--- src/rtl/des_seq_pkg.sv ---
// des_seq_pkg: shared types, key schedule and rotate helpers
// for the DES round sequencer.
package des_seq_pkg;

  localparam int DES_ROUNDS = 16;
  localparam int RND_W = $clog2(DES_ROUNDS) + 1;
  localparam int IDX_W = $clog2(DES_ROUNDS);

  typedef logic [27:0] half_t;
  typedef logic [31:0] word_t;

  typedef enum logic [2:0] {
    S_IDLE,
    S_ROT,
    S_START,
    S_WAIT,
    S_OUT
  } state_e;

  // entry k-1 holds the left shift of round k
  localparam logic [1:0] SHIFT_SCHEDULE [DES_ROUNDS] = '{
    2'd1, 2'd1, 2'd2, 2'd2,
    2'd2, 2'd2, 2'd2, 2'd2,
    2'd1, 2'd2, 2'd2, 2'd2,
    2'd2, 2'd2, 2'd2, 2'd1
  };

  function automatic logic [1:0] shift_of(
    input logic [RND_W-1:0] rnd
  );
    logic [IDX_W-1:0] idx;
    idx = IDX_W'(rnd - 1'b1);
    return SHIFT_SCHEDULE[idx];
  endfunction

  function automatic half_t rot28_l(
    input half_t x,
    input logic [1:0] n
  );
    half_t y;
    unique case (n)
      2'd1:    y = {x[26:0], x[27]};
      2'd2:    y = {x[25:0], x[27:26]};
      2'd3:    y = {x[24:0], x[27:25]};
      default: y = x;
    endcase
    return y;
  endfunction

  function automatic half_t rot28_r(
    input half_t x,
    input logic [1:0] n
  );
    half_t y;
    unique case (n)
      2'd1:    y = {x[0], x[27:1]};
      2'd2:    y = {x[1:0], x[27:2]};
      2'd3:    y = {x[2:0], x[27:3]};
      default: y = x;
    endcase
    return y;
  endfunction

endpackage

--- src/rtl/des_keyhalf_rotator.sv ---
// des_keyhalf_rotator: combinational rotate of both key halves.
// c_i/d_i in, amt_i (0..3), dir_i (0 left, 1 right), c_o/d_o out.
module des_keyhalf_rotator
  import des_seq_pkg::*;
(
  input  logic [27:0] c_i,
  input  logic [27:0] d_i,
  input  logic [1:0]  amt_i,
  input  logic        dir_i,
  output logic [27:0] c_o,
  output logic [27:0] d_o
);

  always_comb begin
    if (dir_i) begin
      c_o = rot28_r(c_i, amt_i);
      d_o = rot28_r(d_i, amt_i);
    end else begin
      c_o = rot28_l(c_i, amt_i);
      d_o = rot28_l(d_i, amt_i);
    end
  end

endmodule

--- src/rtl/des_round_sequencer.sv ---
// des_round_sequencer: runs one round core over all DES rounds.
// in_*: block source, out_*: result sink, core_*: ap_ctrl_hs core.
module des_round_sequencer
  import des_seq_pkg::*;
#(
  parameter int NUM_ROUNDS     = DES_ROUNDS,
  parameter int TIMEOUT_CYCLES = 64
) (
  input  logic        ap_clk,
  input  logic        ap_rst_n,
  input  logic        in_valid,
  output logic        in_ready,
  input  logic        in_mode,
  input  logic [27:0] in_c,
  input  logic [27:0] in_d,
  input  logic [31:0] in_l,
  input  logic [31:0] in_r,
  output logic        out_valid,
  input  logic        out_ready,
  output logic [63:0] out_data,
  output logic        err,
  output logic        core_start,
  input  logic        core_ready,
  input  logic        core_done,
  input  logic        core_idle,
  output logic [27:0] core_c,
  output logic [27:0] core_d,
  output logic [31:0] core_l,
  output logic [31:0] core_r,
  input  logic [63:0] core_return
);

  localparam int TMO_W = $clog2(TIMEOUT_CYCLES) + 1;
  localparam logic [TMO_W-1:0] TMO_LAST =
    TMO_W'(TIMEOUT_CYCLES - 1);
  localparam logic [RND_W-1:0] RND_LAST =
    RND_W'(NUM_ROUNDS);
  localparam logic [RND_W-1:0] RND_MIRROR =
    RND_W'(NUM_ROUNDS + 2);

  state_e           state_q, state_d;
  logic [RND_W-1:0] rnd_q, rnd_d;
  logic [TMO_W-1:0] tmo_q, tmo_d;
  half_t            c_q, c_d;
  half_t            d_q, d_d;
  word_t            l_q, l_d;
  word_t            r_q, r_d;
  logic             mode_q, mode_d;
  logic             err_q, err_d;

  logic             rnd_done;
  logic [1:0]       rot_amt;
  logic             rot_dir;
  half_t            rot_c, rot_d;

  // decrypt walks the schedule backwards, one round behind
  always_comb begin
    rot_dir = mode_q;
    rot_amt = shift_of(rnd_q);
    if (mode_q) begin
      if (rnd_q == RND_W'(1)) begin
        rot_amt = 2'd0;
      end else begin
        rot_amt = shift_of(RND_MIRROR - rnd_q);
      end
    end
  end

  des_keyhalf_rotator u_rot (
    .c_i   (c_q),
    .d_i   (d_q),
    .amt_i (rot_amt),
    .dir_i (rot_dir),
    .c_o   (rot_c),
    .d_o   (rot_d)
  );

  // after a timeout the core may still be busy; wait for idle
  assign in_ready = ap_rst_n
                  && (state_q == S_IDLE)
                  && (!err_q || core_idle);

  assign core_start = (state_q == S_START);
  assign out_valid  = (state_q == S_OUT);
  assign out_data   = out_valid ? {r_q, l_q} : '0;
  assign err        = err_q;
  assign core_c     = c_q;
  assign core_d     = d_q;
  assign core_l     = l_q;
  assign core_r     = r_q;

  always_comb begin
    state_d  = state_q;
    rnd_d    = rnd_q;
    tmo_d    = tmo_q;
    c_d      = c_q;
    d_d      = d_q;
    l_d      = l_q;
    r_d      = r_q;
    mode_d   = mode_q;
    err_d    = err_q;
    rnd_done = 1'b0;
    unique case (state_q)
      S_IDLE: begin
        if (in_valid && in_ready) begin
          c_d     = in_c;
          d_d     = in_d;
          l_d     = in_l;
          r_d     = in_r;
          mode_d  = in_mode;
          rnd_d   = RND_W'(1);
          err_d   = 1'b0;
          state_d = S_ROT;
        end
      end
      S_ROT: begin
        c_d     = rot_c;
        d_d     = rot_d;
        tmo_d   = '0;
        state_d = S_START;
      end
      S_START: begin
        tmo_d = tmo_q + 1'b1;
        if (core_ready && core_done) begin
          rnd_done = 1'b1;
        end else if (tmo_q == TMO_LAST) begin
          err_d   = 1'b1;
          state_d = S_IDLE;
        end else if (core_ready) begin
          state_d = S_WAIT;
        end
      end
      S_WAIT: begin
        tmo_d = tmo_q + 1'b1;
        if (core_done) begin
          rnd_done = 1'b1;
        end else if (tmo_q == TMO_LAST) begin
          err_d   = 1'b1;
          state_d = S_IDLE;
        end
      end
      S_OUT: begin
        if (out_ready) begin
          state_d = S_IDLE;
        end
      end
      default: state_d = S_IDLE;
    endcase
    // a finished round beats a same-cycle timeout
    if (rnd_done) begin
      l_d = core_return[63:32];
      r_d = core_return[31:0];
      if (rnd_q == RND_LAST) begin
        state_d = S_OUT;
      end else begin
        rnd_d   = rnd_q + 1'b1;
        state_d = S_ROT;
      end
    end
  end

  always_ff @(posedge ap_clk or negedge ap_rst_n) begin
    if (!ap_rst_n) begin
      state_q <= S_IDLE;
      rnd_q   <= '0;
      tmo_q   <= '0;
      c_q     <= '0;
      d_q     <= '0;
      l_q     <= '0;
      r_q     <= '0;
      mode_q  <= 1'b0;
      err_q   <= 1'b0;
    end else begin
      state_q <= state_d;
      rnd_q   <= rnd_d;
      tmo_q   <= tmo_d;
      c_q     <= c_d;
      d_q     <= d_d;
      l_q     <= l_d;
      r_q     <= r_d;
      mode_q  <= mode_d;
      err_q   <= err_d;
    end
  end

endmodule
--- config.mk ---
export PLATFORM = sky130hd
export DESIGN_NAME = des_round_sequencer
export DESIGN_NICKNAME = d
export VERILOG_FILES = /design/src/rtl/des_seq_pkg.sv /design/src/rtl/des_keyhalf_rotator.sv /design/src/rtl/des_round_sequencer.sv
export SDC_FILE = /design/constraint.sdc
export NUM_CORES = 1
export LEC_CHECK = 0
export CAP_MARGIN = 40
export CORE_AREA = 3 3 146 148
export CTS_CLUSTER_DIAMETER = 50
export DETAILED_ROUTE_END_ITERATION = 12
export DIE_AREA = 0 0 149 151
export PLACE_DENSITY = 0.91
export SETUP_SLACK_MARGIN = 0.4
export SYNTH_ARGS = -nofsm -noshare
export SYNTH_HDL_FRONTEND = slang
export SYNTH_SLANG_ARGS = --single-unit
--- constraint.sdc ---
create_clock -name ap_clk -period 6.21 [get_ports ap_clk]
set_input_delay 0.9315 -clock ap_clk [delete_from_list [all_inputs] [get_ports ap_clk]]
set_output_delay 0.9315 -clock ap_clk [all_outputs]
set_load 0.01 [all_outputs]
==> results of run 1 <==
==> stage by stage <==
stage	util (%)	hold WS, ps	power [uW]	instances	setup WS [ps]
after global placement	61.7	472	4990	1568	2660
after CTS	65.2	489	6230	1606	2650
after floorplan	-	453	3760	1002	3860
after global routing	65.2	518	6660	1607	2530
after detailed placement	62.2	478	5160	1574	2640
final	65.2	491	6260	1609	2710
==> flip-flops by register name, indices dropped and copies added (netlist names) <==
register	cells
rnd_q	5
tmo_q	7
core_r	32
err	1
core_c	28
state_q	3
mode_q	1
core_l	32
core_d	28
==> worst max-delay path, delay by kind of cell <==
family        cells  cell delay (ps)
buf+inv           2             1030
simple gates      2              610
==> layer usage <==
| metal | GRT usage, % | vias up | share of wire [%] |
|---|---|---|---|
| li1 | - | 4285 | - |
| met1 | 34.3 | 4612 | 34 |
| met2 | 48.6 | 672 | 49 |
| met3 | 10.7 | 113 | 12 |
| met4 | 13.0 | 0 | 4.6 |
| met5 | 0 | - | 0 |
==> power groups by stage <==
stage               clock (uW)  sequential [uW]  combinational (uW)
floorplan                    0             1750                2000
global placement             0             1790                3210
detailed placement           0             1770                3380
CTS                       1060             1770                3410
global route              1090             1840                3730
finish                    1040             1780                3440
==> final cells by class <==
type | count | area [um^2] | area share, %
clock inverter | 13 | 144 | 1.09
antenna | 3 | 7.51 | 0.0571
multi-input combinational | 762 | 4750 | 36.1
inverter | 7 | 26.3 | 0.200
sequential | 137 | 3430 | 26.1
tap | 270 | 338 | 2.57
clock buffer | 19 | 453 | 3.44
timing repair buffer | 398 | 4010 | 30.5
==> cells by family after synthesis <==
group,Yosys count
simple gates,389
compound gates,318
flops,137
buf+inv,103
mux,47
fa+ha+maj,8
==> final timing paths <==
| check | endpoint | depth (start not counted) |
|---|---|---|
| min | tmo_q[5] | 1 |
| min in group asynchronous | core_l[17] | 1 |
| max in group asynchronous | core_d[6] | 3 |
| max | in_ready | 4 |
| min reg2reg | tmo_q[5] | 1 |
| max reg2reg | core_c[24] | 8 |
==> layout by cell type (no fill, tap or decap), types with 17 or more instances in the layout <==
| master | instances |
|---|---|
| sky130_fd_sc_hd__nor3b_1 | 44 |
| sky130_fd_sc_hd__clkdlybuf4s50_1 | 378 |
| sky130_fd_sc_hd__dfrtp_1 | 136 |
| sky130_fd_sc_hd__clkbuf_16 | 17 |
| sky130_fd_sc_hd__o211ai_1 | 45 |
| sky130_fd_sc_hd__a21o_1 | 44 |
| sky130_fd_sc_hd__o21ai_0 | 63 |
| sky130_fd_sc_hd__nand3_1 | 61 |
| sky130_fd_sc_hd__a22oi_1 | 64 |
| sky130_fd_sc_hd__mux2i_1 | 47 |
| sky130_fd_sc_hd__a21oi_1 | 59 |
| sky130_fd_sc_hd__and3_1 | 39 |
| sky130_fd_sc_hd__nand2_1 | 144 |
| sky130_fd_sc_hd__and2_1 | 65 |
==> impl_table.tex, run 1 <==
\begin{tabular}{lr}
\hline
Metric & Value \\
\hline
\multicolumn{2}{l}{\textbf{Run status}} \\
\quad Result of the run & complete, no violations \\
\multicolumn{2}{l}{\textbf{STA}} \\
\quad Hold Violations, Final & 0 \\
\quad Total negative slack for setup checks & 0 ps \\
\quad Max Freq & 0.285 GHz \\
\quad Clock skew & 9.63 ps \\
\quad RSZ-0062 raised after global routing & false \\
\quad Setup-violating endpoint count in the final report & 0 \\
\quad Portion of the clock cycle consumed by the worst path in the final layout & 56.4\% \\
\quad Post-layout min period & 3500 ps \\
\quad Number of pins exceeding their max-slew limit in the final report & 0 \\
\quad Max-Slew Margin vs Limit & 26.9\% \\
\quad Worst slew pin tran & 1100 ps \\
\multicolumn{2}{l}{\textbf{CTS}} \\
\quad Clock slew at reported path FFs & 60 ps \\
\quad Number of H-tree levels & 4 \\
\quad Hold Buf Count CTS & 0 \\
\quad Number of buffers between clock root and the deepest sink & 2 \\
\quad Number of buffers created by CTS & 17 \\
\quad Skew-Pair Late Insertion Delay & 430 ps \\
\quad Clock Root Buffer & sky130\_fd\_sc\_hd\_\_clkbuf\_16 \\
\quad Number of gates resized after cts & 0 \\
\quad Clk sink count & 137 \\
\quad Post-CTS setup-driven buffer insertion count & 0 \\
\quad Clock tree from TritonCTS & built \\
\multicolumn{2}{l}{\textbf{Placed design}} \\
\quad Quantity of I/O buffers inserted on ports & 379 \\
\quad Final Wtd Congestion & 0.891 \\
\quad Half-perimeter wire length of the detailed placement result & 23.7 mm \\
\quad Cell area after placement & 12600 um\^{}2 \\
\multicolumn{2}{l}{\textbf{GRT}} \\
\quad Initial antenna violation count & 1 \\
\quad Overall Global Routing Usage & 29.4\% \\
\quad Largest net degree at the start of global routing & 73 \\
\quad GR Overflow Total & 0 \\
\quad Via count of the first global-routing pass & 9550 \\
\quad First-pass GRT wire length & 52.5 mm \\
\multicolumn{2}{l}{\textbf{Routing}} \\
\quad Wire per inst & 21.2 um \\
\quad Final antenna-violating net count & 0 \\
\quad Remaining DRCs & 0 \\
\quad Iteration count of the initial detailed-routing pass & 5 \\
\quad Total vias in the final route & 9682 \\
\quad Sum of routed wire length over all layers & 34.2 mm \\
\quad Initial drt markers & 998 \\
\quad Post-DR vias/cell & 6.02 \\
\multicolumn{2}{l}{\textbf{Synth}} \\
\quad Dominant combinational cell family by area after synthesis & compound AO/OA/AOI/OAI gates \\
\quad Number of different library cells in the post-synthesis netlist & 44 \\
\quad Xor/xnor cell area share of the yosys netlist & 0\% \\
\quad Per-instance average area after synthesis & 8.64 um\^{}2 \\
\quad Largest cells by area after synthesis & sky130\_fd\_sc\_hd\_\_dfrtp\_1 40\%, sky130\_fd\_sc\_hd\_\_nand2\_1 6.2\%, sky130\_fd\_sc\_hd\_\_a22oi\_1 5.5\%, sky130\_fd\_sc\_hd\_\_mux2i\_1 5.4\%, sky130\_fd\_sc\_hd\_\_and2\_1 4.8\% \\
\quad Number of enable flip-flop cells after synthesis & 0 \\
\quad Adder and majority cell fraction of the synthesized area & 1.16\% \\
\quad Most used standard cell by instance count after synthesis & sky130\_fd\_sc\_hd\_\_nand2\_1 \\
\quad Ys Warns & 0 \\
\quad Post-synth top flop & sky130\_fd\_sc\_hd\_\_dfrtp\_1 \\
\quad Post-Syn Instances & 1002 \\
\quad Fraction of the yosys area taken by sequential cells & 39.6\% \\
\quad List of most frequent post-synthesis cells & 144 x sky130\_fd\_sc\_hd\_\_nand2\_1, 137 x sky130\_fd\_sc\_hd\_\_dfrtp\_1, 66 x sky130\_fd\_sc\_hd\_\_and2\_1 \\
\quad Synth top area share & 39.6\% \\
\quad Synthesized area & 8660 um\^{}2 \\
\quad Cell taking the most area after synthesis & sky130\_fd\_sc\_hd\_\_dfrtp\_1 \\
\quad Share of the synthesized area in compound gates (AO/OA/AOI/OAI) & 24.2\% \\
\quad Share of synthesized registers carrying an async set or reset & 100\% \\
\quad Basic-gate share of the synthesized area counting and, or, nand and nor cells & 23.8\% \\
\quad Net count after synthesis & 1202 \\
\quad Synthesis-stage register bit count & 137 \\
\quad Multiplexer fraction of the synthesized cell area & 5.43\% \\
\multicolumn{2}{l}{\textbf{Worst setup path}} \\
\quad CP Launch Type & input pin \\
\quad Critical register-to-register path startpoint & rnd\_q[2] \\
\quad Signal arrival time at the worst endpoint & 2570 ps \\
\quad Cell-by-cell trace of the critical path & buf\_6 > nor4b\_2 > and2\_1 > clkdlybuf4s50\_1 \\
\quad Worst Setup Path Type & in -> out \\
\quad Critical path data required time & 5280 ps \\
\quad Setup slack on the worst flop-to-flop path & 2920 ps \\
\quad Worst setup startpoint & ap\_rst\_n \\
\quad Cell with the largest stage delay on the worst path & sky130\_fd\_sc\_hd\_\_clkdlybuf4s50\_1 \\
\quad Maximum fanout along the worst path & 72 \\
\quad Max incr delay on CP & 530 ps \\
\quad Type of destination of the critical path & primary output \\
\multicolumn{2}{l}{\textbf{Floorplanning}} \\
\quad Core Footprint & 20200 um\^{}2 \\
\quad Floorplan die width & 149 um \\
\quad Num ports & 380 \\
\quad Cell Rows & 52 \\
\quad Height of the die & 151 um \\
\quad Initial Util & 42.9\% \\
\quad Area enclosed by the die boundary & 22500 um\^{}2 \\
\multicolumn{2}{l}{\textbf{Power}} \\
\quad Leak & 0.00551 uW \\
\quad Switching part of the total power & 45.3\% \\
\quad Flop pwr share & 28.5\% \\
\quad Internal power & 3420 uW \\
\quad Comb power frac & 54.9\% \\
\quad Ratio of total power to cell area & 476 nW/um\^{}2 \\
\quad Worst ir drop on vdd & 0.383 mV \\
\quad Clock network power share & 16.6\% \\
\quad P\_sw & 2840 uW \\
\multicolumn{2}{l}{\textbf{Cells and area}} \\
\quad Area delta synth->final & 52.0\% \\
\quad Filler cell count in the final layout & 1591 \\
\quad Count of nets after finishing & 1523 \\
\quad Post-route cell area & 13200 um\^{}2 \\
\quad Proportion of layout cells with a drive suffix above 1 & 5.01\% \\
\multicolumn{2}{l}{\textbf{Worst hold path}} \\
\quad HP Start & tmo\_q[5] \\
\quad Type of the most critical hold path & reg -> reg \\
\multicolumn{2}{l}{\textbf{Flow run}} \\
\quad Max-cap viol count & 0 \\
\hline
\end{tabular}
Power figures use the tool's default switching activity.
==> inputs of run 2 (changes only) <==
--- a/config.mk
+++ b/config.mk
@@ -6,11 +6,11 @@
 export NUM_CORES = 1
 export LEC_CHECK = 0
 export CAP_MARGIN = 40
-export CORE_AREA = 3 3 146 148
+export CORE_MARGIN = 3
+export CORE_UTILIZATION = 39
 export CTS_CLUSTER_DIAMETER = 50
 export DETAILED_ROUTE_END_ITERATION = 12
-export DIE_AREA = 0 0 149 151
-export PLACE_DENSITY = 0.91
+export PLACE_DENSITY = 0.88
 export SETUP_SLACK_MARGIN = 0.4
 export SYNTH_ARGS = -nofsm -noshare
 export SYNTH_HDL_FRONTEND = slang
==> constraint.sdc (replaced) <==
create_clock -name ap_clk -period 3.2 [get_ports ap_clk]
set_input_delay 0.48 -clock ap_clk [delete_from_list [all_inputs] [get_ports ap_clk]]
set_output_delay 0.48 -clock ap_clk [all_outputs]
set_load 0.01 [all_outputs]
==> run 2 against run 1 <==
Global-route usage shrank 2.3 points; wire length increased by 0.39%; critical endpoint is now out_data[30]; via count decreased by 1.7%; die area increased by 6.8%; critical path type is now reg -> out; flip-flop and latch count unchanged; sequential power increased by 94%; sequential share of layout area decreased by 0.29 points.
==> impl_table.tex, run 2 (synthesized netlist as in run 1, its figures left out) <==
\begin{tabular}{lr}
\hline
Metric & Value \\
\hline
\multicolumn{2}{l}{\textbf{GRT}} \\
\quad Initial antenna violation count & 5 (was 1) \\
\quad Largest net degree at the start of global routing & 138 (was 73) \\
\quad Overall Global Routing Usage & 27.0\% (was 29.4\%) \\
\quad Via count of the first global-routing pass & 9294 (was 9550) \\
\quad GR Overflow Total & 0 (unchanged) \\
\quad First-pass GRT wire length & 52.1 mm (was 52.5 mm) \\
\multicolumn{2}{l}{\textbf{Worst setup path}} \\
\quad Signal arrival time at the worst endpoint & 2240 ps (was 2570 ps) \\
\quad Critical register-to-register path startpoint & rnd\_q[2] (unchanged) \\
\quad Worst setup startpoint & state\_q[1] (was ap\_rst\_n) \\
\quad Critical path data required time & 2720 ps (was 5280 ps) \\
\quad Type of destination of the critical path & primary output (unchanged) \\
\quad Worst Setup Path Type & reg -> out (was in -> out) \\
\quad CP Launch Type & flip-flop (was input pin) \\
\quad Maximum fanout along the worst path & 33 (was 72) \\
\quad Setup slack on the worst flop-to-flop path & 570 ps (was 2920 ps) \\
\multicolumn{2}{l}{\textbf{Floorplanning}} \\
\quad Cell Rows & 53 (was 52) \\
\quad Num ports & 380 (unchanged) \\
\quad Core Footprint & 21400 um\^{}2 (was 20200 um\^{}2) \\
\quad Initial Util & 40.4\% (was 42.9\%) \\
\quad Area enclosed by the die boundary & 24000 um\^{}2 (was 22500 um\^{}2) \\
\quad Height of the die & 155 um (was 151 um) \\
\quad Floorplan die width & 155 um (was 149 um) \\
\multicolumn{2}{l}{\textbf{Placed design}} \\
\quad Quantity of I/O buffers inserted on ports & 379 (unchanged) \\
\quad Half-perimeter wire length of the detailed placement result & 24.2 mm (was 23.7 mm) \\
\quad Final Wtd Congestion & 0.883 (was 0.891) \\
\quad Cell area after placement & 12600 um\^{}2 (about the same) \\
\multicolumn{2}{l}{\textbf{CTS}} \\
\quad Clock Root Buffer & sky130\_fd\_sc\_hd\_\_clkbuf\_16 (unchanged) \\
\quad Skew-Pair Late Insertion Delay & 430 ps (about the same) \\
\quad Number of H-tree levels & 4 (unchanged) \\
\quad Hold Buf Count CTS & 0 (unchanged) \\
\quad Number of buffers created by CTS & 17 (unchanged) \\
\quad Clk sink count & 137 (unchanged) \\
\quad Number of buffers between clock root and the deepest sink & 2 (unchanged) \\
\quad Clock tree from TritonCTS & built (unchanged) \\
\quad Clock slew at reported path FFs & 60 ps (about the same) \\
\multicolumn{2}{l}{\textbf{Flow run}} \\
\quad Max-cap viol count & 0 (unchanged) \\
\multicolumn{2}{l}{\textbf{Run status}} \\
\quad Result of the run & complete, no violations (unchanged) \\
\multicolumn{2}{l}{\textbf{STA}} \\
\quad RSZ-0062 raised after global routing & true (was false) \\
\quad Portion of the clock cycle consumed by the worst path in the final layout & 84.9\% \\
\quad Worst slew pin tran & 789 ps (was 1100 ps) \\
\quad Clock skew & 11.7 ps (was 9.63 ps) \\
\quad Max Freq & 0.368 GHz \\
\quad Setup-violating endpoint count in the final report & 0 (unchanged) \\
\quad Post-layout min period & 2720 ps \\
\quad Number of pins exceeding their max-slew limit in the final report & 0 (unchanged) \\
\quad Hold Violations, Final & 0 (unchanged) \\
\quad Max-Slew Margin vs Limit & 47.4\% (was 26.9\%) \\
\quad Total negative slack for setup checks & 0 ps (unchanged) \\
\multicolumn{2}{l}{\textbf{Power}} \\
\quad Ratio of total power to cell area & 918 nW/um\^{}2 (was 476 nW/um\^{}2) \\
\quad Leak & 0.00557 uW (was 0.00551 uW) \\
\quad Worst ir drop on vdd & 0.559 mV (was 0.383 mV) \\
\multicolumn{2}{l}{\textbf{Routing}} \\
\quad Post-DR vias/cell & 5.86 (was 6.02) \\
\quad Iteration count of the initial detailed-routing pass & 6 (was 5) \\
\quad Wire per inst & 21.1 um (was 21.2 um) \\
\quad Sum of routed wire length over all layers & 34.3 mm (was 34.2 mm) \\
\quad Initial drt markers & 953 (was 998) \\
\quad Remaining DRCs & 0 (unchanged) \\
\quad Total vias in the final route & 9519 (was 9682) \\
\quad Final antenna-violating net count & 0 (unchanged) \\
\multicolumn{2}{l}{\textbf{Cells and area}} \\
\quad Most common cell after layout, fill and taps aside & sky130\_fd\_sc\_hd\_\_clkdlybuf4s50\_1 (unchanged) \\
\quad Area delta synth->final & 53.7\% (was 52.0\%) \\
\quad Highest-count cells in the layout ignoring fill and taps & 378 x sky130\_fd\_sc\_hd\_\_clkdlybuf4s50\_1, 144 x sky130\_fd\_sc\_hd\_\_nand2\_1, 135 x sky130\_fd\_sc\_hd\_\_dfrtp\_1 (was 378 x sky130\_fd\_sc\_hd\_\_clkdlybuf4s50\_1, 144 x sky130\_fd\_sc\_hd\_\_nand2\_1, 136 x sky130\_fd\_sc\_hd\_\_dfrtp\_1) \\
\quad Post-route cell area & 13300 um\^{}2 (was 13200 um\^{}2) \\
\quad Proportion of layout cells with a drive suffix above 1 & 5.65\% (was 5.01\%) \\
\quad Count of nets after finishing & 1532 (was 1523) \\
\multicolumn{2}{l}{\textbf{Worst hold path}} \\
\quad Type of the most critical hold path & in -> async (was reg -> reg) \\
\hline
\end{tabular}
-- run 2: cell count changes in the layout (fill, tap and decap cells not counted), sizes merged --
cell,delta
buf,+8
clkbuf,+1
diode,+1
clkinvlp,-2
clkinv,+2
inv,-1
bufinv,+1
-- run 2: final timing paths --
kind,cells after the start,endpoint
max,5,out_data[30]
min,2,core_c[11]
max reg2reg,6,core_c[9]
min reg2reg,1,tmo_q[5]
max in group asynchronous,2,state_q[0]
min in group ap_clk,1,tmo_q[5]
-- run 2: layout make-up --
cell class	instances	area (um^2)
repair buffers	407	4110
multi-input cells	762	4780
clock inverters	13	171
fillers	1787	8110
diodes	4	10.0
well taps	275	344
flip-flops and latches	137	3430
clock buffers	19	433
inverters	7	26.3
-- run 2: critical path, stage by stage, from the launching register on --
cell and delay, ps:
sky130_fd_sc_hd__dfrtp_1 500, sky130_fd_sc_hd__nor3b_4 210, sky130_fd_sc_hd__buf_4 180, sky130_fd_sc_hd__buf_8 220, sky130_fd_sc_hd__and2_1 160, sky130_fd_sc_hd__clkdlybuf4s50_1 560
-- run 2: timing repair --
| item | 4_1_cts | 5_1_grt |
|---|---|---|
| setup buffers | 0 | 1 |
| setup endpoints to repair | 0 | 53 |
| gates resized for setup | 0 | 5 |
-- run 2: through the flow --
stage	utilization, %	hold WS, ps	total power [uW]	worst slack, ps	instances
6_report	62.1	217	12200	483	1624
5_1_grt	62.1	242	13000	388	1623
4_1_cts	61.8	260	12200	416	1617
3_5_place_dp	59.0	486	10100	596	1585
3_3_place_gp	58.7	472	9770	633	1582
2_1_floorplan	-	184	7290	1130	1002
-- run 2: routing by layer --
metal	part of all wire [%]	up-vias	global-route usage, %
li1	-	4306	-
met1	36	4634	31.3
met2	50	495	46.1
met3	10	82	9.18
met4	3.8	2	10.5
met5	0.038	-	0
-- run 2: report_power, final --
part           switching, uW  internal (uW)
sequential               970           2480
combinational           3680           3060
clock                    809           1230
total                   5460           6770
